<file path="config.mk">
export PLATFORM = sky130hd
export DESIGN_NAME = branch_predictor
export DESIGN_NICKNAME = d
export VERILOG_FILES = /design/src/rtl/branch_predictor.sv
export SDC_FILE = /design/constraint.sdc
export NUM_CORES = 1
export LEC_CHECK = 0
export CORE_ASPECT_RATIO = 1.4
export CORE_MARGIN = 1.5
export CORE_UTILIZATION = 50
export CTS_BUF_LIST = sky130_fd_sc_hd__clkbuf_4
export CTS_CLUSTER_DIAMETER = 100
export DETAILED_ROUTE_END_ITERATION = 16
export GPL_ROUTABILITY_DRIVEN = 0
export GPL_TIMING_DRIVEN = 0
export PLACE_DENSITY = 0.7
export SLEW_MARGIN = 20
export SYNTH_ARGS = -nofsm -noshare
export SYNTH_HDL_FRONTEND = slang
export SYNTH_SLANG_ARGS = --single-unit
</file>
<file path="constraint.sdc">
create_clock -name clk_i -period 8.3 [get_ports clk_i]
set_input_delay 1.66 -clock clk_i [delete_from_list [all_inputs] [get_ports clk_i]]
set_output_delay 1.66 -clock clk_i [all_outputs]
set_load 0.01 [all_outputs]
</file>
<file path="src/rtl/branch_predictor.sv">
// Dynamic branch predictor: static not-taken, bimodal or gshare pattern table,
// registered 1-cycle lookup at IF, non-speculative update at resolve, perf counters.
module branch_predictor #(
    parameter  int ADDR_W  = 32,
    parameter  int ENTRIES = 64,
    parameter  int CTR_W   = 2,
    parameter  int MODE    = 1,
    parameter  int GHR_W   = 6,
    localparam int IDX_W   = $clog2(ENTRIES)
) (
    input  logic              clk_i,
    input  logic              rst_i,
    input  logic              stall_i,
    input  logic              lookup_i,
    input  logic [ADDR_W-1:0] pc_i,
    output logic              pred_taken_o,
    output logic [IDX_W-1:0]  pred_idx_o,
    input  logic              upd_valid_i,
    input  logic [IDX_W-1:0]  upd_idx_i,
    input  logic              upd_taken_i,
    input  logic              upd_mispred_i,
    output logic [31:0]       branch_cnt_o,
    output logic [31:0]       mispred_cnt_o
);

    typedef logic [CTR_W-1:0] ctr_t;

    localparam ctr_t CTR_INIT = ctr_t'((1 << (CTR_W - 1)) - 1);
    localparam ctr_t CTR_MAX  = '1;

    ctr_t             table_q [ENTRIES];
    ctr_t             table_d [ENTRIES];
    logic [GHR_W-1:0] ghr_q, ghr_d;
    logic             pred_taken_q, pred_taken_d;
    logic [IDX_W-1:0] pred_idx_q, pred_idx_d;
    logic [31:0]      branch_cnt_q, branch_cnt_d;
    logic [31:0]      mispred_cnt_q, mispred_cnt_d;

    logic [IDX_W-1:0] base_idx;
    logic [IDX_W-1:0] lookup_idx;
    ctr_t             upd_ctr;

    // Byte offset and PC bits above the table index do not take part in indexing.
    logic unused_pc_bits;
    assign unused_pc_bits = ^{pc_i[ADDR_W-1:IDX_W+2], pc_i[1:0]};

    // NOTE: every signal written here gets a default first so no latch is inferred.
    always_comb begin
        base_idx   = pc_i[IDX_W+1:2];
        lookup_idx = (MODE == 2) ? (base_idx ^ IDX_W'(ghr_q)) : base_idx;

        pred_taken_d = pred_taken_q;
        pred_idx_d   = pred_idx_q;
        if (lookup_i && !stall_i) begin
            pred_idx_d   = lookup_idx;
            pred_taken_d = (MODE == 0) ? 1'b0 : table_q[lookup_idx][CTR_W-1];
        end

        // Lookup above reads table_q, so a same-edge update is not bypassed.
        table_d = table_q;
        upd_ctr = table_q[upd_idx_i];
        if (upd_valid_i && (MODE != 0)) begin
            if (upd_taken_i && (upd_ctr != CTR_MAX)) begin
                table_d[upd_idx_i] = upd_ctr + ctr_t'(1);
            end else if (!upd_taken_i && (upd_ctr != '0)) begin
                table_d[upd_idx_i] = upd_ctr - ctr_t'(1);
            end
        end

        ghr_d = ghr_q;
        if (upd_valid_i && (MODE == 2)) begin
            ghr_d = GHR_W'({ghr_q, upd_taken_i});
        end

        branch_cnt_d  = branch_cnt_q + {31'd0, upd_valid_i};
        mispred_cnt_d = mispred_cnt_q + {31'd0, upd_valid_i & upd_mispred_i};
    end

    // NOTE: the pattern table is reset as well, because prediction must restart from weakly not-taken.
    always_ff @(posedge clk_i or posedge rst_i) begin
        if (rst_i) begin
            for (int i = 0; i < ENTRIES; i++) begin
                table_q[i] <= CTR_INIT;
            end
            ghr_q         <= '0;
            pred_taken_q  <= 1'b0;
            pred_idx_q    <= '0;
            branch_cnt_q  <= '0;
            mispred_cnt_q <= '0;
        end else begin
            table_q       <= table_d;
            ghr_q         <= ghr_d;
            pred_taken_q  <= pred_taken_d;
            pred_idx_q    <= pred_idx_d;
            branch_cnt_q  <= branch_cnt_d;
            mispred_cnt_q <= mispred_cnt_d;
        end
    end

    assign pred_taken_o  = pred_taken_q;
    assign pred_idx_o    = pred_idx_q;
    assign branch_cnt_o  = branch_cnt_q;
    assign mispred_cnt_o = mispred_cnt_q;

endmodule

</file>
### Word level (Yosys, flattened, before mapping)

Cells that the tools add are included.

| word-level totals | value |
|---|---|
| logic and storage cells | 100 |
| input port bits | 45 |
| register bits | 199 |
| output and inout bits | 71 |

| cells by class | value |
|---|---|
| magnitude comparators | 3 |
| muxes and demuxes | 12 |
| bitwise operators | 3 |
| add/sub/neg operators | 4 |
| reductions and logical operators | 9 |
| equal/unequal tests | 1 |

Operators with widths:

| cell | number |
|---|---|
| bitwise mux 128 bit | 2 |
| two-way mux 128 bit | 2 |
| adder 32 x 1 -> 32 bit | 2 |
| binary-select mux 2 bit (select 6 bit) | 2 |
| >= comparator 7 bit, second input constant | 2 |
| inverter 6 -> 7 bit | 2 |
| demux 2 bit (select 6 bit) | 1 |
| two-way mux 2 bit | 5 |
| < comparator 7 x 1 -> 1 bit, second input constant | 1 |
| logical AND 1 bit | 4 |
| nonzero test 2 bit | 2 |
| adder 2 x 1 -> 2 bit, second input constant | 1 |
| logical NOT 1 bit | 2 |
| inequality test 2 bit, second input constant | 1 |
| AND reduction 2 bit | 1 |
| subtractor 2 x 1 -> 2 bit, second input constant | 1 |
| bitwise AND 1 bit | 1 |

### Longest topological paths before layout

| logic depth | value |
|---|---|
| word-level depth | 8 |
| mapped depth | 16 |
| depth with buffers taken out | 13 |

### Worst setup path before layout

Ideal clock, no wire load.

| timing path | value |
|---|---|
| path type | input to register |
| from | in upd_idx_i[0] |
| to | reg table_q[105] (netlist bit) |
| setup time | 0.125 ns |
| required time | 8.175 ns |
| path buffers | 1 |
| arrival | 4.479 ns |
| stages | 13 |
| setup slack | 3.696 ns |
| path through | mux4_1 > mux2i_1 > nor2_1 > a311oi_4 > buf_6 > o2111ai_1 > ha_1 > nor2b_1 > o21ai_0 > nor2_1 > nand2_1 > or2_2 > mux2_2 |

| on the way | value |
|---|---|
| cells in the longest elaborated chain, start to end | 8 |
| elaborated cells on any way between the ends | 21 |
| those cells by class | 2 x add/sub; 2 x order compare; 1 x eq/ne; 9 x mux; 1 x bitwise; 6 x reduce/logical |

Ends and longest elaborated chain:

| what | line | RTL |
|---|---|---|
| start: declaration | 19 | `input logic [IDX_W-1:0] upd_idx_i,` |
| inverter 6 -> 7 bit (implied by the code) (*) | 61, 64, 66 |  |
| binary-select mux 2 bit (select 6 bit) (tied with other cells) | 61 | `upd_ctr = table_q[upd_idx_i];` |
| two-way mux 2 bit (implied by the code) / logical AND 1 bit (equally long branches) | 61, 64, 66 |  |
| two-way mux 2 bit, on equally long branches | 61, 64, 66 |  |
| subtractor 2 x 1 -> 2 bit (tied with other cells) | 66 | `table_d[upd_idx_i] = upd_ctr - ctr_t'(1);` |
| bitwise mux 128 bit (tied with other cells) | 66 |  |
| two-way mux 128 bit / nonzero test 2 bit (equally long branches) | - |  |
| two-way mux 128 bit / AND reduction 2 bit (equally long branches) | - |  |
| end signal: assignment | 91 | `table_q <= table_d;` |
| end: declaration | 31 | `ctr_t table_q [ENTRIES];` |

Every way passes the cells marked *; elsewhere a longest branch is shown, timed or not. The select of a mux whose other input is x is not followed.
A chain may end at the register's enable or synchronous reset.

### Worst setup path after layout

| timing path | value |
|---|---|
| from | in upd_idx_i[0] |
| to | reg table_q[43] (netlist bit) |

The elaborated chain is that of the path after synthesis.

==> summary.md <==
| Metric | Value |
|---|---|
| Via Count | `6928` |
| WHS Path Cells | `1` |
| Drt total wl | `25.6 mm` |
| WS Path Type | `in -> reg` |
| Fillers | `1650` |
| Die Span X | `122 µm` |
| Nets@finish | `955` |
| Post-synthesis register bit count | `199` |
| Post-DR wirelength/cell | `22.0 µm` |
| Cells after synthesis | `801` |
| Setup crit start kind | `input pin` |
| I/O pins | `116` |
| H-tree levels | `4` |
| Maxcap violations | `0` |
| Post-cts resize count | `0` |
| Final min period | `5.89 ns` |
| Crit path DAT | `6.38 ns` |
| Initial antenna violation count | `1` |
| Core area | `0.0194 mm²` |
| Worst clock skew | `0.0295 ns` |
| First DRT Iteration DRCs | `452` |
| Post-synth EDFFs | `0` |
| Largest net degree at the start of global routing | `108` |
| Total negative setup slack | `0 ns` |
| Post-route cell area | `0.0114 mm²` |
| Status | `complete, no violations` |
| CTS tree | `done` |
| Register Area | `0.00506 mm²` |
| Worst slew pin tran | `0.908 ns` |
| First-pass DRT Iterations | `5` |
| Dpl cells | `1133` |
| Number of remaining DRC errors | `0` |
| Clock sink count | `199` |
| FP Rows | `60` |
| RSZ-0062 raised after global routing | `false` |
| Fin. max-slew vios | `0` |
| Global route total overflow | `0` |
| Top FF cell, synth | `dfrtp_1` |
| Clock Latency Late Sink | `0.61 ns` |
| Placed Area | `0.0112 mm²` |
| Synthesized area per cell | `12.5 µm²` |
| Post-cts hold buffer count | `0` |
| Share of cells above drive strength 1 | `0.326` |
| Post-synthesis cell area | `0.00997 mm²` |
| CTS max path bufs | `2` |
| Die area | `0.0208 mm²` |
| Sequential area share after synthesis | `0.507` |
| TritonCTS Buffers | `17` |
| Final hold violation count | `0` |
| Post-synth cell types | `61` |
| Post-synth net total | `852` |
| Finished Layout Cells | `1166` |
| Post-DRT Antenna Nets | `0` |
| Worst VDD drop | `0.000136 V` |
| Worst reg2reg path depth | `13` |
| CP required | `8.79 ns` |
| Global-route wire length before repair | `40.4 mm` |
| Clock-pin slew on the worst setup and hold paths | `0.18 ns` |
| Final period utilization | `0.709` |
| Postcts setup bufs | `0` |
| Root buf cell | `clkbuf_4` |
| Warnings, synthesis | `0` |
| Area of the multi-input gates | `0.00464 mm²` |
| Die height | `170 µm` |
| Lkg Pwr | `4.88 nW` |
| Hold Path Class | `reg -> reg` |
| GRT Overall Usage | `0.260` |
| Async S/R FF share, synth | `1.00` |
| Initial Utilization | `0.515` |
| Max transition margin | `0.390` |
| Post-DP HPWL | `18.0 mm` |
| Critical Path Fanout Max | `10` |
| Max Clk Rate | `170 MHz` |
| Cell area power density | `192 mW/mm²` |
| Vias in the first global route | `7155` |
| P&R area growth vs syn | `14.3%` |
| Kind of end point of the critical path | `flop` |
| Port Buf Inserts | `83` |
| Final count of negative-setup-slack endpoints | `0` |
| Via density | `5.94` |
placed cells by master (no fill, tap or decap), types with 21 or more instances in the layout:
master           synthesis  layout
dfrtp_1                135     135
nand2_1                 57      57
xnor2_1                 40      40
mux2_2                 139     139
clkdlybuf4s50_1          0      83
nor2_1                  90      90
xor2_1                  21      21
dfstp_2                 64      64
mux4_2                  25      25
nand3_1                 29      29
cell families after synthesis:
logic type / Yosys count / synth area share
xor+xnor: 61 / 0.0536
buf+inv: 41 / 0.0273
simple gates: 247 / 0.118
compound gates: 60 / 0.0468
fa+ha+maj: 6 / 0.00753
mux: 187 / 0.240
flops: 199 / 0.507
final timing paths:
path                              startpoint  slack (ns)                end
setup reg to reg                        flop        4.16        table_q[43]
hold reg to reg            mispred_cnt_o[31]        0.48  mispred_cnt_o[31]
setup / recovery                upd_idx_i[0]        2.41        table_q[43]
min in group asynchronous              rst_i        1.51  mispred_cnt_o[16]
hold / removal             mispred_cnt_o[31]        0.48  mispred_cnt_o[31]
max in group asynchronous              rst_i        5.80          async pin
layer usage:
| metal | vias up | track usage | wire (µm) |
|---|---|---|---|
| met3 | 78 | 0.0523 | 1610 |
| met1 | 3497 | 0.314 | 10000 |
| met4 | 0 | 0.132 | 1260 |
| met5 | - | 0 | 0 |
| met2 | 265 | 0.438 | 12700 |
| li1 | 3088 | - | - |
final cells by class:
class	count	area share
Sequential cell	199	0.444
Multi-Input combinational cell	561	0.407
Timing Repair Buffer	84	0.0753
Tap cell	248	0.0272
Buffer	35	0.0219
Clock buffer	17	0.0112
Clock inverter	15	0.0106
Inverter	6	0.00263
Antenna cell	1	0.000219
power breakdown:
part	total (mW)	internal [mW]	switching [mW]
clock	0.476	0.125	0.351
sequential	1.24	1.13	0.106
combinational	0.473	0.243	0.230
Yosys cell counts, types with 10 or more instances:
library cell	instances	area [µm²]
dfrtp_1	135	3380
mux2i_1	20	200
xor2_1	21	184
a21oi_1	10	50.1
nand3_1	29	145
nand2_1	57	214
mux2_2	139	1570
and3_1	14	87.6
dfstp_2	64	1680
nor2_1	90	338
nand4_1	12	75.1
mux4_2	25	563
xnor2_1	40	350
clkbuf_1	10	37.5
worst max-delay path: stages:
cell             delay (ns)
clkdlybuf4s50_1        0.69
buf_6                  0.22
nor2_1                 0.19
a22o_1                 0.30
a221oi_1               0.30
nor2_1                 0.10
nor2_2                 0.41
buf_4                  0.29
o2111ai_1              0.12
ha_1                   0.22
nor2b_1                0.17
o21ai_0                0.15
nor2_1                 0.34
nand2_1                0.47
nor2_1                 0.36
mux2_2                 0.37
per-stage QoR:
| stage | hold WS (ns) | power, mW | utilization | worst slack [ns] |
|---|---|---|---|---|
| after floorplan | 0.492 | 1.52 | - | 1.32 |
| after global placement | 0.456 | 1.71 | 0.574 | -1.41 |
| after detailed placement | 0.457 | 1.73 | 0.576 | 1.90 |
| after CTS | 0.483 | 2.20 | 0.589 | 2.54 |
| after global routing | 0.495 | 2.29 | 0.589 | 2.25 |
| final | 0.477 | 2.19 | 0.589 | 2.41 |
Note: power is estimated with default switching activity, not from simulation.
